===== src/rtl/ram_port_arbiter.sv =====
// Round-robin arbiter sharing one RAM port among NUM_CLIENTS requesters, with read-data
// routing and a full-memory clear sequencer.
module ram_port_arbiter #(
  parameter int unsigned      NUM_CLIENTS    = 4,
  parameter int unsigned      WIDTH          = 64,
  parameter int unsigned      DEPTH          = 2048,
  parameter int unsigned      ADDR_BITS      = 11,
  parameter logic [WIDTH-1:0] CLEAR_VALUE    = {WIDTH{1'b1}},
  parameter bit               CLEAR_ON_RESET = 1'b1
) (
  input  logic                             clk,
  input  logic                             rst,
  input  logic [NUM_CLIENTS-1:0]           req_valid,
  input  logic [NUM_CLIENTS-1:0]           req_we,
  input  logic [NUM_CLIENTS*ADDR_BITS-1:0] req_addr,
  input  logic [NUM_CLIENTS*WIDTH-1:0]     req_wdata,
  output logic [NUM_CLIENTS-1:0]           req_ready,
  output logic [NUM_CLIENTS-1:0]           rsp_valid,
  output logic [WIDTH-1:0]                 rsp_data,
  input  logic                             clear_start,
  output logic                             busy,
  output logic                             clear_done,
  output logic                             mem_we,
  output logic [ADDR_BITS-1:0]             mem_addr,
  output logic [WIDTH-1:0]                 mem_wdata,
  input  logic [WIDTH-1:0]                 mem_rdata
);

  localparam int unsigned IDX_BITS = (NUM_CLIENTS > 1) ? $clog2(NUM_CLIENTS) : 1;
  localparam logic [ADDR_BITS-1:0] LAST_ADDR = ADDR_BITS'(DEPTH - 1);

  typedef enum logic [0:0] {StIdle, StClear} state_e;

  state_e                 state_q;
  logic [IDX_BITS-1:0]    last_grant_q;
  logic [ADDR_BITS-1:0]   clr_idx_q;
  logic [NUM_CLIENTS-1:0] rsp_valid_q;
  logic                   clear_done_q;

  logic [NUM_CLIENTS-1:0] grant;
  logic [IDX_BITS-1:0]    grant_idx;
  logic [IDX_BITS-1:0]    cand;
  logic                   found;
  int unsigned            idx;

  // Scan starting one past the last winner so every requester gets its turn.
  always_comb begin
    grant     = '0;
    grant_idx = '0;
    cand      = '0;
    found     = 1'b0;
    idx       = 0;
    if (!rst && state_q == StIdle) begin
      for (int k = 1; k <= int'(NUM_CLIENTS); k++) begin
        idx = int'(last_grant_q) + k;
        if (idx >= NUM_CLIENTS) idx = idx - NUM_CLIENTS;
        cand = IDX_BITS'(idx);
        if (!found && req_valid[cand]) begin
          found       = 1'b1;
          grant[cand] = 1'b1;
          grant_idx   = cand;
        end
      end
    end
  end

  always_comb begin
    mem_we    = 1'b0;
    mem_addr  = '0;
    mem_wdata = '0;
    if (!rst && state_q == StClear) begin
      mem_we    = 1'b1;
      mem_addr  = clr_idx_q;
      mem_wdata = CLEAR_VALUE;
    end else if (found) begin
      mem_we    = req_we[grant_idx];
      mem_addr  = req_addr[grant_idx*ADDR_BITS +: ADDR_BITS];
      mem_wdata = req_wdata[grant_idx*WIDTH +: WIDTH];
    end
  end

  assign req_ready  = grant;
  assign rsp_valid  = rsp_valid_q;
  assign rsp_data   = mem_rdata;
  assign busy       = !rst && (state_q == StClear);
  assign clear_done = clear_done_q;

  always_ff @(posedge clk) begin
    if (rst) begin
      state_q      <= CLEAR_ON_RESET ? StClear : StIdle;
      last_grant_q <= IDX_BITS'(NUM_CLIENTS - 1);
      clr_idx_q    <= '0;
      rsp_valid_q  <= '0;
      clear_done_q <= 1'b0;
    end else begin
      rsp_valid_q  <= grant & ~req_we;
      clear_done_q <= 1'b0;
      if (found) last_grant_q <= grant_idx;
      unique case (state_q)
        StIdle: begin
          if (clear_start) begin
            state_q   <= StClear;
            clr_idx_q <= '0;
          end
        end
        StClear: begin
          // clear_start is deliberately ignored here: no restart, no extra done.
          if (clr_idx_q == LAST_ADDR) begin
            state_q      <= StIdle;
            clr_idx_q    <= '0;
            clear_done_q <= 1'b1;
          end else begin
            clr_idx_q <= clr_idx_q + 1'b1;
          end
        end
        default: state_q <= StIdle;
      endcase
    end
  end

endmodule

===== config.mk =====
export PLATFORM = sky130hd
export DESIGN_NAME = ram_port_arbiter
export DESIGN_NICKNAME = d
export VERILOG_FILES = /design/src/rtl/ram_port_arbiter.sv
export SDC_FILE = /design/constraint.sdc
export NUM_CORES = 1
export LEC_CHECK = 0
export ABC_CLOCK_PERIOD_IN_PS = 3500
export CORE_AREA = 2 2 207 209
export CTS_CLUSTER_DIAMETER = 60
export DETAILED_ROUTE_END_ITERATION = 8
export DIE_AREA = 0 0 209 211
export GPL_ROUTABILITY_DRIVEN = 0
export GPL_TIMING_DRIVEN = 0
export PLACE_DENSITY = 0.47
export SYNTH_ARGS = -nofsm -noshare
export SYNTH_HDL_FRONTEND = slang
export SYNTH_SLANG_ARGS = --single-unit

===== constraint.sdc =====
create_clock -name clk -period 3.5 [get_ports clk]
set_clock_uncertainty 0.1 [all_clocks]
set_input_delay 0.35 -clock clk [delete_from_list [all_inputs] [get_ports clk]]
set_output_delay 0.35 -clock clk [all_outputs]
set_load 0.005 [all_outputs]

==> summary.md, run 1 <==
| Metric | Value |
|---|---|
| Outcome | `finished with violations` |
| Violated checks | `setup timing` |
| Crit path largest cell delay | `approximately 0.54 ns` |
| Final setup margin | `-0.459 ns` |
| Post-synth top area share | `between 30% and 40%` |
| Pre-CTS setup slack | `-1.48 ns` |
| Final period utilization | `113%` |
| Max-cap violations | `0` |
| Vias per cell | `3.92` |
| P_int | `908 uW` |
| Post-route minimum period | `3.96 ns` |
| Syn_area_per_cell | `7.52 sq um` |
| Min-Delay Endpoint | `last_grant_q[1]` |
| Vias in the first global route | `7076` |
| Leakage power | `0.00553 uW` |
| CP Buf/Inv Count | `8` |
| Setup CP Type | `reg -> out` |
| Number of hold buffers added after CTS | `0` |
| Commonest non-fill, non-tap cell in the layout | `clkdlybuf4s50_1` |
| I/O pin total | `around 530` |
| Residual DRC | `0` |
| Wire length per cell | `18.5 microns` |
| Yosys reg bits | `19` |
| Unrepaired setup endpoints after global routing | `yes` |
| Slew HR | `about half` |
| Synth-to-Final Area Change | `137%` |
| Most used cell, CP | `buf_12` |
| Die Wd | `~210 microns` |
| Post-synthesis xor/xnor area fraction | `0%` |
| Register Area | `around 390 sq um` |
| R2R cell count | `13` |
| Share of cells above drive strength 1 | `between 20% and 30%` |
| Post-Synthesis Net Count | `1034` |
| Sum of negative setup slack | `-26.42 ns` |
| Final hold violations | `0` |
| Ys flop type | `dfxtp_1` |
| Total CTS buffers | `3` |
| Clock slew at reported path FFs | `0.06 ns` |
| Switch Pwr | `roughly 320 uW` |
| Simple-gate share of the synthesized area | `between 10% and 20%` |
| Crit Reg-Reg Startpoint | `last_grant_q[1]` |
| Post-Synth Adder-Cell Area | `2.30%` |
| Count of different cell masters after synthesis | `40` |
| CP Max Fanout | `6` |
| Mux cell area share after synthesis | `33.6%` |
| GRT Residual Overflow | `0` |
| Synth area leader | `mux2i_1` |
| DP HPWL | `around 26000 microns` |
| Startpoint Class | `flop` |
| H-tree Lvls | `1` |
| Drt total wl | `32300 microns` |
| Sequential share of power | `between 10% and 20%` |
| Max Slew Vio Count | `0` |
| Clock sinks | `19` |
| Vias | `6841` |
| Critical path cell sequence | `clkinvlp_4, ha_4, mux4_2, buf_6, o211a_1, a41oi_2, buf_4, buf_12, buf_12, buf_12, buf_6, mux2i_4, nand2_2, a31o_1, buf_2` |
| Final setup viols | `76` |
| Core ar. | `0.0418 sq mm` |
| Worst reg2reg endpoint | `last_grant_q[0]` |
| Cell family with most CP delay | `buffers and inverters` |
| F_max | `253 MHz` |
| Ranking of synthesized cells by area | `mux2i_1, nand2_1, buf_4` |
| First-pass GRT wire length | `approximately 45000 microns` |
| Area after DPL | `roughly 0.010 sq mm` |
| Fillers | `4488` |
| Hold Startpoint | `rst` |
| Antenna viol nets, final | `0` |
| Area fraction in compound gates after synthesis | `~20%` |
| # nets final | `1593` |
| Power Density | `106 mW/mm^2` |
| Part of the power in combinational logic | `between 60 and 70%` |
| Hold Crit Class | `in -> reg` |
| Drt first pass iters | `4` |
| Total track usage | `13.6%` |
| Row count | `75` |
| Root Driver | `clkbuf_16` |
| Worst-margin pin slew | `approximately 0.73 ns` |
| CTS tree | `built` |
| Required @ worst endpoint | `approximately 3 ns` |
| Multi-input logic area | `around 0.0039 sq mm` |
| Maximum number of pins on one net before global-route repair | `12` |
| Synthesized area | `~0.0049 sq mm` |
| Ys Warns | `0` |
| Worst path slowest cell | `mux4_2` |
| Die Y | `211 microns` |
| Drt first-iter violations | `207` |
| Ant. Diodes | `0` |
| Design Area, Final | `between 0.01 and 0.015 sq mm` |
| Seq/Total Area, Yosys | `7.78%` |
| Async SR Flop Fraction | `0%` |
| Critical Path End Type | `primary output` |
| Data arrival, critical path | `3.51 ns` |
| R2R Setup Slk | `0.51 ns` |
| Clk buf depth | `2` |
| Hold depth | `3` |
| Sw Ratio | `26.2%` |
| Worst VDD drop | `131 uV` |
| Syn Inst Count | `650` |
| Commonest cells after routing, fill and taps aside | `clkdlybuf4s50_1, nand2_1, mux2i_1` |
| Initial antenna violation count | `0` |
| EDFF count, synth | `0` |
| Clock power frac | `19.7%` |
| Die area | `0.0441 sq mm` |
| IO buf count | `between 400 and 500` |
| Initial Utilization | `between 10% and 20%` |
| Worst skew pair latency | `around 0.25 ns` |
| Largest family of logic cells by synthesized area | `multiplexers` |
==> tightest hold or removal path: cells and delay by family <==
| family | cells | cell delay [ns] |
|---|---|---|
| buffers and inverters | 1 | 0.18 |
| AO/OA/AOI/OAI | 1 | 0.06 |
| AND/OR/NAND/NOR | 1 | 0.12 |
==> layer usage <==
layer | up-vias | global-route usage [%] | share of wire (%)
met3 | 17 | 1.62 | 4.4
met4 | 0 | 2.00 | 1.3
met2 | 251 | 25.4 | 52
li1 | 3382 | - | -
met1 | 3191 | 16.9 | 42
met5 | - | 0 | 0
==> cells by family (layout without fill, tap and decap cells) <==
family,Yosys count,after routing
fa+ha+maj,9,9
compound gates,121,121
flops,19,19
buf+inv,127,685
simple gates,214,214
mux,160,160
==> how the worst max path moves through the flow <==
stage                               start             to  slack, ns  depth (start not counted)
after floorplan           last_grant_q[0]   mem_wdata[0]       0.04                         14
after global routing      last_grant_q[1]  mem_wdata[51]      -0.57                         16
final                     last_grant_q[1]  mem_wdata[11]      -0.46                         15
after global placement    last_grant_q[0]  mem_wdata[55]      -1.56                         11
after detailed placement  last_grant_q[0]  mem_wdata[55]      -1.48                         11
after CTS                 last_grant_q[0]   mem_wdata[0]      -0.60                         17
==> timing repair <==
| action | 4_1_cts | 5_1_grt |
|---|---|---|
| buffers inserted | 75 | 27 |
| endpoints found under the setup margin | 82 | 80 |
| resized for setup | 448 | 71 |
| pin swaps | 67 | 65 |
| gates cloned | 9 | 1 |
==> stage by stage <==
| step | utilization [%] | hold slack, ns | cells | power (uW) |
|---|---|---|---|---|
| 2_1_floorplan | - | 0.322 | 650 | 437 |
| 6_report | 27.8 | 0.406 | 1747 | 1230 |
| 3_3_place_gp | 24.3 | 0.413 | 1648 | 1000 |
| 3_5_place_dp | 24.3 | 0.404 | 1648 | 1000 |
| 5_1_grt | 27.8 | 0.445 | 1747 | 1300 |
| 4_1_cts | 27.3 | 0.413 | 1734 | 1230 |
==> synth_stat cells, types with 2 or more instances <==
| master | count |
|---|---|
| buf_4 | 79 |
| mux4_2 | 3 |
| inv_1 | 4 |
| o21bai_1 | 2 |
| nor2b_1 | 6 |
| nand3_1 | 3 |
| nor2_1 | 17 |
| a22oi_1 | 5 |
| nand2_1 | 165 |
| a21o_1 | 3 |
| mux2i_1 | 155 |
| or2_2 | 5 |
| a31oi_1 | 5 |
| buf_8 | 8 |
| clkbuf_1 | 27 |
| o21ai_0 | 9 |
| buf_2 | 8 |
| and3_1 | 3 |
| nor3_1 | 6 |
| o21a_1 | 2 |
| dfxtp_1 | 19 |
| ha_1 | 9 |
| a21oi_1 | 12 |
| nand3b_1 | 4 |
| mux2_2 | 2 |
| a32o_1 | 11 |
| a31o_1 | 65 |
==> cell type report <==
class                           count  area share [%]
Clock buffer                        3           0.647
Inverter                            4           0.194
Timing Repair Buffer              562            47.5
Multi-Input combinational cell    504            34.1
Buffer                            115            8.43
Sequential cell                    19            3.35
Tap cell                          539            5.82
Clock inverter                      1          0.0432
==> power groups by stage <==
| stage | Clock (uW) | Combinational (uW) | Sequential (uW) |
|---|---|---|---|
| 3_5_place_dp | 0 | 774 | 229 |
| 4_1_cts | 249 | 760 | 222 |
| 6_report | 243 | 765 | 222 |
| 3_3_place_gp | 0 | 772 | 228 |
| 5_1_grt | 264 | 816 | 223 |
| 2_1_floorplan | 0 | 210 | 226 |
==> flip-flops by register name, indices dropped and copies added, names as in the netlist <==
register and count:
last_grant_q 2, clear_done 1, clr_idx_q 11, state_q 1
rsp_valid 4
No activity file was read; power rests on OpenSTA's default activity.
==> run 2, diff against run 1 <==
- SLEW_MARGIN: default -> 0
==> results of run 2 <==
Final layout, timing and power as in run 1 (identical DEF).
